<file path="src/rtl/bus_slave.sv">
// Serial bus slave: deserialises address/write data from the single-wire bus,
// drives a local memory port and serialises read data back, LSB first.
module bus_slave #(
  parameter int ADDR_WIDTH = 12,
  parameter int TIMEOUT    = 16
) (
  input  logic                  CLK,
  input  logic                  RST,
  input  logic                  B_SEL,
  input  logic                  B_UTIL,
  input  logic                  B_BUS_IN,
  input  logic                  B_RW,
  output logic                  B_READY,
  output logic                  B_ACK,
  output logic                  B_BUS_OUT,
  output logic                  B_RVALID,
  output logic [ADDR_WIDTH-1:0] S_ADDR,
  output logic [7:0]            S_WDATA,
  output logic                  S_WEN,
  output logic                  S_REN,
  input  logic [7:0]            S_RDATA,
  input  logic                  S_RVALID
);

  localparam int TW = $clog2(TIMEOUT + 1);

  typedef enum logic [3:0] {
    IDLE, ADDR, ACK_A, WDATA, WSTB,
    ACK_W, FETCH, ACK_R, RDATA
  } state_t;

  state_t                state, state_d;
  logic [3:0]            cnt, cnt_d;
  logic [TW-1:0]         tmo, tmo_d;
  logic [15:0]           sh, sh_d;
  logic                  ready_d, ack_d;
  logic                  bout_d, rvalid_d;
  logic                  wen_d, ren_d;
  logic [ADDR_WIDTH-1:0] addr_d;
  logic [7:0]            wdata_d;
  logic                  smp, expired;

  assign smp     = B_SEL & B_UTIL;
  assign expired = (tmo == TW'(TIMEOUT - 1));

  always_ff @(posedge CLK) begin
    if (RST) begin
      state     <= IDLE;
      cnt       <= '0;
      tmo       <= '0;
      sh        <= '0;
      B_READY   <= 1'b0;
      B_ACK     <= 1'b0;
      B_BUS_OUT <= 1'b0;
      B_RVALID  <= 1'b0;
      S_ADDR    <= '0;
      S_WDATA   <= '0;
      S_WEN     <= 1'b0;
      S_REN     <= 1'b0;
    end else begin
      state     <= state_d;
      cnt       <= cnt_d;
      tmo       <= tmo_d;
      sh        <= sh_d;
      B_READY   <= ready_d;
      B_ACK     <= ack_d;
      B_BUS_OUT <= bout_d;
      B_RVALID  <= rvalid_d;
      S_ADDR    <= addr_d;
      S_WDATA   <= wdata_d;
      S_WEN     <= wen_d;
      S_REN     <= ren_d;
    end
  end

  always_comb begin
    state_d  = state;
    cnt_d    = cnt;
    tmo_d    = tmo;
    sh_d     = sh;
    bout_d   = 1'b0;
    rvalid_d = 1'b0;
    wen_d    = 1'b0;
    ren_d    = 1'b0;
    addr_d   = S_ADDR;
    wdata_d  = S_WDATA;
    unique case (state)
      IDLE: begin
        cnt_d = '0;
        tmo_d = '0;
        if (smp) begin
          sh_d    = {B_BUS_IN, sh[15:1]};
          cnt_d   = 4'd1;
          state_d = ADDR;
        end
      end
      ADDR, WDATA: begin
        if (!B_SEL) begin
          state_d = IDLE;
          cnt_d   = '0;
          tmo_d   = '0;
        end else if (B_UTIL) begin
          sh_d  = {B_BUS_IN, sh[15:1]};
          cnt_d = cnt + 4'd1;
          tmo_d = '0;
          if (state == ADDR && cnt == 4'd15) begin
            addr_d  = sh_d[ADDR_WIDTH+1:2];
            cnt_d   = '0;
            ren_d   = ~B_RW;
            state_d = B_RW ? ACK_A : FETCH;
          end else if (state == WDATA && cnt == 4'd7) begin
            wdata_d = sh_d[15:8];
            wen_d   = 1'b1;
            cnt_d   = '0;
            state_d = WSTB;
          end
        end else if (expired) begin
          state_d = IDLE;
          cnt_d   = '0;
          tmo_d   = '0;
        end else begin
          tmo_d = tmo + 1'b1;
        end
      end
      ACK_A: state_d = WDATA;
      WSTB:  state_d = ACK_W;
      ACK_W: state_d = IDLE;
      FETCH: begin
        // S_REN still high marks the request cycle; data cannot be back yet
        if (!B_SEL) begin
          state_d = IDLE;
          tmo_d   = '0;
        end else if (S_RVALID && !S_REN) begin
          sh_d    = {8'h00, S_RDATA};
          tmo_d   = '0;
          state_d = ACK_R;
        end else if (expired) begin
          state_d = IDLE;
          tmo_d   = '0;
        end else begin
          tmo_d = tmo + 1'b1;
        end
      end
      ACK_R: begin
        bout_d   = sh[0];
        rvalid_d = 1'b1;
        sh_d     = {1'b0, sh[15:1]};
        cnt_d    = 4'd1;
        state_d  = RDATA;
      end
      RDATA: begin
        if (cnt == 4'd8) begin
          cnt_d   = '0;
          state_d = IDLE;
        end else begin
          bout_d   = sh[0];
          rvalid_d = 1'b1;
          sh_d     = {1'b0, sh[15:1]};
          cnt_d    = cnt + 4'd1;
        end
      end
      default: begin
        state_d = IDLE;
        cnt_d   = '0;
        tmo_d   = '0;
      end
    endcase
    ready_d = (state_d == IDLE) || (state_d == ADDR);
    ack_d   = (state_d == ACK_A) || (state_d == ACK_W)
           || (state_d == ACK_R);
  end

endmodule

</file>
<file path="config.mk">
export PLATFORM = sky130hd
export DESIGN_NAME = bus_slave
export DESIGN_NICKNAME = d
export VERILOG_FILES = /design/src/rtl/bus_slave.sv
export SDC_FILE = /design/constraint.sdc
export NUM_CORES = 1
export LEC_CHECK = 0
export CORE_UTILIZATION = 60
export CTS_BUF_LIST = sky130_fd_sc_hd__clkbuf_8
export DETAILED_ROUTE_END_ITERATION = 7
export HOLD_SLACK_MARGIN = 0.12
export MAX_ROUTING_LAYER = met4
export PLACE_DENSITY_LB_ADDON = 0.15
export SLEW_MARGIN = 20
export SYNTH_ARGS = -nofsm -noshare
export SYNTH_HDL_FRONTEND = slang
export SYNTH_SLANG_ARGS = --single-unit
export TNS_END_PERCENT = 10
</file>
<file path="constraint.sdc">
create_clock -name CLK -period 3.35 [get_ports CLK]
set_input_delay 0.67 -clock CLK [delete_from_list [all_inputs] [get_ports CLK]]
set_output_delay 0.67 -clock CLK [all_outputs]
set_load 0.02 [all_outputs]
</file>
==> results.ini <==
[status]
status=completed

[worst_setup_path]
crit_path_max_fanout=15
r2r_slack_ps=830
cp-start-kind=primary input
critPathMostFrequentCell=a21oi_1
critPathSlowestCell=clkdlybuf4s50_1
critPathArrivalTime_ps=2820
cp-end-kind=flop
crit_required_ps=3580
crit_type=in2reg
path_delay_family=compound AO/OA/AOI/OAI gates
worstPathCellList=clkdlybuf4s50_1 -> a21oi_1 -> a2111oi_2 -> o211ai_2 -> or3b_2 -> a21oi_1
worst-path-buf-inv=1
crit_path_max_incr_delay_ps=680

[synth]
ys_ff_latch=55
syn_area_per_cell_um2=9.427
syn-num-nets=295
yosys_warnings=0
synthFlopType=dfxtp_1
yosysTopAreaCellShare_pct=42.17
synth_area_leaders=dfxtp_1 (42%), mux2i_1 (11%), nor2_1 (6.0%)
syn_inst=277
synth-edff-count=0
async_flop_share_pct=0
netlist_area_um2=2611
synth_cell_type_count=54
ys_seq_area_share_pct=42.17
synth_area_leader_cell=dfxtp_1

[power_and_ir_drop]
swShare_pct=22.14
p_sw_w=0.0002412
power-per-cell-area_nw_per_um2=352.3
power_w=0.001089
intPower_w=0.0008481
leakage_nw=1.230
p_comb_share_pct=5.6
p_seq_share_pct=60.7
clockPowerShare_pct=33.7
vdd_ir_drop_max_mv=0.3437

[detailed_routing]
wl_met1_um=2479
vias=2096
first_pass_iters=4
highest_layer=met4
dr_wl_met2_um=2473
drt_iter0_drc=124
viasPerCell=5.806
route.met3.wl_um=209
ant_nets=0
wire_per_inst_um=14.47
drc=0
routed_wl_um=5225

[clock_tree]
cts.path.max_buffers=2
post-cts-setup-buffer-count=0
path_clk_slew_ps=90
holdBufCountCts=0
cts_resized=0
cts_max_level=2
cts_root_buf=clkbuf_8
insertion_delay_ps=300
cts.sinks=55
cts_tree=yes
cts_inserted_buffers=5

[layout]
fillers=321
instances_no_fill=361
syn_to_final_growth_pct=18.40
final_cell_mix=dfxtp_1 (55), nor2_1 (42), clkdlybuf4s50_1 (39)
diodes=0
finalNetCount=329
final_util_pct=75.66
drive_gt1_share_pct=10.29
final_common_cell=dfxtp_1

[sta]
finalSetupViolations=0
setup_tns_ps=0
min_period_ps=2591
period_share_pct=77.33
tightest_slew_ps=949.0
relSlewSlack_pct=36.74
hold_viol=0
rsz0062_at_grt=false
timing.final.ws_setup_ps=759.3
fmax_mhz=386.0
slew_viol_final=0
skew_ps=4.460

[placed_design]
numPlacedInstances=354
dp_hpwl_um=3490
gp_congestion=0.8388
numPortBuffers=40
dp_slack_ps=439.1

[global_route]
grt_max_degree=56
first_global_vias=1831
antenna_found_initial=0
grt.total_usage_pct=25.11
grt_first_pass_wirelength_um=8335
overflow=0

[die]
die-area_um2=4620
die_h_um=67.97
initial_utilization_pct=63.90
boundaryPins=41
die_w_um=67.97
rows=23
core_um2=4086

[hold_path]
hp-class=reg2reg

[flow_run]
max_cap_violations=0

## synth_stat cells (all sizes together), types with 6 or more instances
cell    count
dfxtp      55
nor2       42
mux2i      30
a21oi      18
nand2      13
nor2b      12
clkbuf      9
or3b        9
buf         8
mux2        8
and2        6
nand3       6
o21ai       6
## worst reg2reg max path: stages (launching register included)
cell      delay (ps)
dfxtp_1          500
and4bb_1         890
nand2_1          150
o211ai_2         270
buf_4            310
mux2i_1          220
nor2_1            50
## metrics by stage
stage / hold slack (ps) / area, um^2
3_3_place_gp: 445.3 / 3004
5_1_grt: 499.2 / 3092
2_1_floorplan: 429.5 / 2611
3_5_place_dp: 470.2 / 3004
4_1_cts: 487.3 / 3092
6_report: 483.3 / 3092
## power by group through the flow
stage / registers (W) / logic (W) / clock network [W]
floorplan: 0.000675 / 0.0000390 / 0
global placement: 0.000677 / 0.0000606 / 0
detailed placement: 0.000677 / 0.0000608 / 0
CTS: 0.000661 / 0.0000610 / 0.000373
global route: 0.000662 / 0.0000667 / 0.000398
finish: 0.000661 / 0.0000613 / 0.000367
## routing by layer
metal	vias to the layer above	global-route usage (%)
met5	-	-
met4	0	9.375
met3	6	5.500
met2	44	40.20
met1	989	30.79
li1	1057	-
## cells by family after synthesis
group,share of synthesized area (%)
and+or+nand+nor,25.49
DFF,42.17
AOI/OAI and AO/OA,11.55
muxes,14.95
buffers and inverters,4.073
adders and majority gates,1.438
xor gates and xnor gates,0.3355
## final timing paths
check | to | start | cells after the start
max | sh[10] | B_SEL | 6
min | tmo[4] | tmo[4] | 1
max reg2reg | sh[7] | state[3] | 6
min reg2reg | tmo[4] | tmo[4] | 1
## cell type report
type / instances / area [um^2] / share of cell area, %
clock inverters: 1 / 5.005 / 0.1619
flip-flops and latches: 55 / 1101 / 35.61
clock buffers: 6 / 82.58 / 2.671
multi-input cells: 202 / 1404 / 45.41
repair buffers: 44 / 425.4 / 13.76
well taps: 50 / 62.56 / 2.023
inverters: 3 / 11.26 / 0.3642
## flip-flops by register name, indices dropped and copies added (netlist names), 4 cells and up
register / count
S_ADDR: 12
S_WDATA: 8
cnt: 4
sh: 16
state: 4
tmo: 5
No activity file was read; power rests on OpenSTA's default activity.
